==> src/rtl/next_pc_pkg.sv <==
// Shared types and helpers for the next-PC generator and its redirect arbiter.
package next_pc_pkg;

  localparam int unsigned NUM_SRC_DEF = 4;
  localparam int unsigned PC_W_MAX    = 64;

  typedef enum logic [1:0] {
    BOOT      = 2'd0,
    RUN       = 2'd1,
    HOLD      = 2'd2,
    HOLD_PEND = 2'd3
  } state_t;

  typedef logic [$clog2(NUM_SRC_DEF)-1:0] src_idx_t;

  // Clears the low align_bits of an address held in a maximum-width container.
  function automatic logic [PC_W_MAX-1:0] align_clear(input logic [PC_W_MAX-1:0] addr,
                                                      input int unsigned         align_bits);
    logic [PC_W_MAX-1:0] mask;
    mask = ~((PC_W_MAX'(1) << align_bits) - PC_W_MAX'(1));
    return addr & mask;
  endfunction

endpackage

==> src/rtl/next_pc_unit_redir_arbiter.sv <==
// Fixed-priority picker: the lowest set index wins; reports found flag, index and one-hot.
module redir_arbiter #(
  parameter int unsigned NUM_SRC = 4,
  parameter int unsigned IDX_W   = 2
) (
  input  logic [NUM_SRC-1:0] valid,
  output logic               found,
  output logic [IDX_W-1:0]   idx,
  output logic [NUM_SRC-1:0] onehot
);

  always_comb begin
    found  = 1'b0;
    idx    = '0;
    onehot = '0;
    // Scan from the lowest priority upward so the lowest index overwrites last.
    for (int i = int'(NUM_SRC) - 1; i >= 0; i--) begin
      if (valid[i]) begin
        found     = 1'b1;
        idx       = IDX_W'(i);
        onehot    = '0;
        onehot[i] = 1'b1;
      end
    end
  end

endmodule

==> src/rtl/next_pc_unit.sv <==
// Fetch-stage next-PC generator: sequential step or prioritised redirect, with stall
// handling that parks the best redirect seen while stalled.
//
// state     | meaning
// BOOT      | first cycle after reset, pc_o = RESET_PC not yet fetchable
// RUN       | advancing every unstalled cycle
// HOLD      | stalled, nothing pending
// HOLD_PEND | stalled, a redirect is parked in the pending registers
module next_pc_unit
  import next_pc_pkg::*;
#(
  parameter int unsigned     PC_W       = 32,
  parameter int unsigned     NUM_SRC    = 4,
  parameter logic [PC_W-1:0] RESET_PC   = '0,
  parameter int unsigned     ALIGN_BITS = 2
) (
  input  logic                    clk,
  input  logic                    rst_n,
  input  logic                    stall_i,
  input  logic [NUM_SRC-1:0]      redir_valid_i,
  input  logic [NUM_SRC*PC_W-1:0] redir_target_i,
  output logic [PC_W-1:0]         pc_o,
  output logic [PC_W-1:0]         pc_inc_o,
  output logic                    pc_valid_o,
  output logic [NUM_SRC-1:0]      redir_taken_o,
  output logic                    misalign_o
);

  localparam int unsigned     IDX_W   = (NUM_SRC > 1) ? $clog2(NUM_SRC) : 1;
  localparam logic [PC_W-1:0] PC_STEP = PC_W'(1) << ALIGN_BITS;

  state_t             state;
  logic               pend_valid;
  logic [IDX_W-1:0]   pend_idx;
  logic [PC_W-1:0]    pend_target;

  logic [NUM_SRC-1:0] pend_onehot;
  logic [NUM_SRC-1:0] merged;
  logic               win_found;
  logic [IDX_W-1:0]   win_idx;
  logic [NUM_SRC-1:0] win_onehot;
  logic               win_live;
  logic [PC_W-1:0]    live_target;
  logic [PC_W-1:0]    win_target;
  logic [PC_W-1:0]    win_aligned;
  logic               win_misalign;
  logic [PC_W_MAX-1:0] target_ext;
  logic [PC_W_MAX-1:0] aligned_ext;

  assign pc_inc_o = pc_o + PC_STEP;

  always_comb begin
    pend_onehot = '0;
    if (pend_valid) pend_onehot[pend_idx] = 1'b1;
  end

  // Pending and live requests share one picker: if the winning index has a live
  // request it came from (or ties with) a live source, so the live source wins.
  assign merged = redir_valid_i | pend_onehot;

  redir_arbiter #(
    .NUM_SRC (NUM_SRC),
    .IDX_W   (IDX_W)
  ) u_arb (
    .valid  (merged),
    .found  (win_found),
    .idx    (win_idx),
    .onehot (win_onehot)
  );

  assign win_live    = redir_valid_i[win_idx];
  assign live_target = redir_target_i[win_idx*PC_W +: PC_W];
  assign win_target  = win_live ? live_target : pend_target;

  always_comb begin
    target_ext           = '0;
    target_ext[PC_W-1:0] = win_target;
    aligned_ext          = align_clear(target_ext, ALIGN_BITS);
    win_aligned          = aligned_ext[PC_W-1:0];
    win_misalign         = (win_aligned != win_target);
  end

  always_ff @(posedge clk or negedge rst_n) begin
    if (!rst_n) begin
      state         <= BOOT;
      pc_o          <= RESET_PC;
      pc_valid_o    <= 1'b0;
      redir_taken_o <= '0;
      misalign_o    <= 1'b0;
      pend_valid    <= 1'b0;
      pend_idx      <= '0;
      pend_target   <= '0;
    end else begin
      case (state)
        BOOT: begin
          state      <= RUN;
          pc_valid_o <= 1'b1;
        end
        RUN, HOLD, HOLD_PEND: begin
          if (stall_i) begin
            // Pending target is kept raw so misalign is judged when it is applied.
            if (win_found && win_live) begin
              pend_valid  <= 1'b1;
              pend_idx    <= win_idx;
              pend_target <= live_target;
              state       <= HOLD_PEND;
            end else if (state == RUN) begin
              state <= HOLD;
            end
          end else begin
            pend_valid <= 1'b0;
            state      <= RUN;
            if (win_found) begin
              pc_o          <= win_aligned;
              redir_taken_o <= win_onehot;
              misalign_o    <= win_misalign;
            end else begin
              pc_o          <= pc_inc_o;
              redir_taken_o <= '0;
              misalign_o    <= 1'b0;
            end
          end
        end
        default: state <= BOOT;
      endcase
    end
  end

endmodule

==> config.mk <==
export PLATFORM = sky130hd
export DESIGN_NAME = next_pc_unit
export DESIGN_NICKNAME = d
export VERILOG_FILES = /design/src/rtl/next_pc_pkg.sv /design/src/rtl/next_pc_unit_redir_arbiter.sv /design/src/rtl/next_pc_unit.sv
export SDC_FILE = /design/constraint.sdc
export NUM_CORES = 1
export LEC_CHECK = 0
export CAP_MARGIN = 10
export CORE_MARGIN = 1
export CORE_UTILIZATION = 48
export DETAILED_ROUTE_END_ITERATION = 6
export PLACE_DENSITY = 0.87
export SYNTH_ARGS = -nofsm -noshare
export SYNTH_HDL_FRONTEND = slang
export SYNTH_SLANG_ARGS = --single-unit
export TNS_END_PERCENT = 20
==> constraint.sdc <==
create_clock -name clk -period 6.94 [get_ports clk]
set_input_delay 2.082 -clock clk [delete_from_list [all_inputs] [get_ports clk]]
set_output_delay 2.082 -clock clk [all_outputs]
set_load 0.05 [all_outputs]
==> run metrics <==
via count 4,699; period utilization 0.777; # DRC 0; Crit Path Class reg2out; EDFF count, synth 0; Synth Cell Area about 5200 um^2; syn_area_per_cell roughly 12 um^2; CP bufs+invs 1; GRT overflow 0; Final setup viols 0; Placer Congestion 0.856; CTS clk-pin slew, worst paths approximately 80 ps; placed cell area approximately 7000 um^2; ys flop type dfrtp_1; number of diodes 0; setup TNS 0 ps; H-tree levels 3; clk sink count 73; Post-layout nets between 700 and 800; CP peak stage delay 850 ps; maximum vdd drop 0.185 mV; cts-stage hold buffer count 0; FMAX between 150 and 200 MHz; Die ar. roughly 11,000 um^2; Async S/R FF share, synth 1.00; 1st-iter DRT viols approximately 380; post-synth top area share 0.354; Comb pwr share 0.503; Worst Tran Pin Value ~1100 ps; most common cell after layout, fill and taps aside clkdlybuf4s50_1; most area-consuming cells after synthesis dfrtp_1 (35%), mux4_2 (14%), mux2_4 (8.7%), xnor2_1 (2.7%), a221o_1 (2.5%); clock network power share 0.176; post-synth cell types between 60 and 70; CP required 4860 ps; commonest non-fill, non-tap cells in the layout clkdlybuf4s50_1 (199), dfrtp_1 (73), nand2_1 (33); Resized cells post-CTS 0; met2 GRT Util 0.493; CTS Root Cell clkbuf_8; met3 Usage GRT 0.0575; worst setup margin around 1500 ps; Antenna Nets Post-Route 0; sequential share of power 0.321; CTS Buf Count 9; Mapped Cells approximately 450; PwrDens roughly 290 nW/um^2; Total Wirelength about 15,000 um; crit-path leading delay family simple AND/OR/NAND/NOR gates; CTS max path bufs 2; skew final around 9 ps; Pleak 2.92 nW; PortBufs 200; dpl hpwl about 11,000 um; # Post-CTS Setup Buffers 0; Max Slew Vio Count 0; critical path arrival ~3300 ps; layout cells sized above 1 0.171; GR Util All Layers 0.280; Final Hold Viols 0; Setup WS pre-CTS roughly 1700 ps; Slew headroom 0.277; Finished Cell Area approximately 7300 um^2; switching part of the total 0.439; Placed Cells 752; clock latency on the worst-skew pair approximately 350 ps; Synth Register Bits 73; Area Overhead vs Synth 41.6%; Die Y approximately 110 um; IO Count a little over 200; RSZ-0062 raised after global routing no; number of global-route vias before repair 4,743; vias per inst roughly 6.1; first-pass GRT wire length about 24,000 um; core area 10,400 um^2; area leader, netlist dfrtp_1; drt first pass iters 5; Worst setup SP type flip-flop; row count 37; die width roughly 110 um; grt met1 use 0.348; Period minus WS final 5390 ps; status completed; CTS tree yes; cells along the critical path nand3_1, or2_0, nor4_1, xor2_1, clkdlybuf4s50_1; Internal roughly 1.2 mW; layer with the highest usage met2; crit-path max FO 8; Starting Density 0.498; NetSw slightly above 0.9 mW; Hold Path Class reg2reg; slowest CP cell clkdlybuf4s50_1; initial antenna violation count 0; largest net degree at the start of global routing 74; Critical Path End Type output pin; max-cap violation count 0; sequential-to-total area share from yosys stat 0.354; wire per inst ~20 um; fin cells between 700 and 800; Synthesis Warnings 0; Tot Pwr approximately 2.1 mW
[metal layers]
layer	vias up	routed length (um)
met5	-	0
met4	0	259
met3	34	1220
met2	256	7970
met1	2322	5900
li1	2087	-
[stage by stage]
step	utilization	hold WS, ps
3_3_place_gp	0.684	455
3_5_place_dp	0.684	457
2_1_floorplan	-	443
4_1_cts	0.705	477
6_report	0.705	472
5_1_grt	0.705	485
[area by class of cell]
cell class | count | area, um^2
inverter | 5 | 18.8
tap | 136 | 170
sequential | 73 | 1830
fill | 764 | 3050
clock buffer | 9 | 124
timing repair buffer | 205 | 2040
clock inverter | 7 | 95.1
multi-input combinational | 333 | 3040
[logic make-up (layout without fill, tap and decap cells)]
| group | after synthesis | in the layout | synth area share |
|---|---|---|---|
| compound gates | 103 | 103 | 0.153 |
| xor+xnor | 29 | 29 | 0.0492 |
| fa+ha+maj | 1 | 1 | 0.00242 |
| buf+inv | 44 | 226 | 0.0596 |
| flops | 73 | 73 | 0.354 |
| mux | 70 | 70 | 0.243 |
| other cells | 1 | 4 | 0.000726 |
| simple gates | 126 | 126 | 0.139 |
[worst register-to-register path, stage by stage, from the launching register on]
cell and delay, ps:
dfrtp_1 480, nand2b_1 200, o311a_4 710, a221o_1 380, a31o_1 130, buf_4 290
nand2_8 310, mux2_4 400
[power groups by stage]
stage / sequential [mW] / combinational (mW) / clock, mW
2_1_floorplan: 0.801 / 0.562 / 0
3_3_place_gp: 0.664 / 1.04 / 0
3_5_place_dp: 0.670 / 1.06 / 0
4_1_cts: 0.665 / 1.06 / 0.371
5_1_grt: 0.686 / 1.10 / 0.392
6_report: 0.672 / 1.05 / 0.370
[cells in the mapped netlist, drive strengths merged (2+ instances only)]
| cell | n |
|---|---|
| inv | 5 |
| a32oi | 8 |
| nor4 | 8 |
| a31o | 2 |
| o311ai | 2 |
| nand4 | 7 |
| xnor2 | 16 |
| mux2i | 4 |
| a41oi | 3 |
| clkbuf | 12 |
| mux2 | 34 |
| xor2 | 13 |
| or2 | 6 |
| nor2 | 18 |
| nor3 | 8 |
| buf | 27 |
| a211o | 5 |
| a22oi | 5 |
| and3 | 11 |
| dfrtp | 73 |
| a31oi | 4 |
| o31ai | 5 |
| mux4 | 32 |
| a21o | 2 |
| or3 | 5 |
| a22o | 4 |
| nor2b | 3 |
| a221o | 13 |
| a21oi | 18 |
| o21ai | 22 |
| and4 | 2 |
| nand3b | 2 |
| nand2 | 35 |
| nand3 | 19 |
[path summary, 6_finish.rpt]
| kind | slack (ps) | startpoint | endpoint | cells past startpoint |
|---|---|---|---|---|
| setup / recovery | 1550 | pc_o[4]$_DFFE_PN0P_ | pc_inc_o[27] | 5 |
| hold / removal | 470 | pc_valid_o$_DFFE_PN0N_ | pc_valid_o$_DFFE_PN0N_ | 1 |
| setup reg to reg | 3930 | pend_valid$_DFFE_PN0P_ | pend_target[20]$_DFFE_PN0P_ | 7 |
| hold reg to reg | 470 | pc_valid_o$_DFFE_PN0N_ | pc_valid_o$_DFFE_PN0N_ | 1 |
| max in group asynchronous | 4470 | rst_n | pc_o[20]$_DFFE_PN0P_ | 1 |
| min in group asynchronous | 1850 | rst_n | pc_o[7]$_DFFE_PN0P_ | 1 |
[flip-flops by register name (all words and copies together), names as in the netlist]
register	count
state	2
pend_target	32
misalign_o	1
pend_idx	2
pc_valid_o	1
redir_taken_o	4
pc_o	30
pend_valid	1
(Power assumes the default switching activity.)
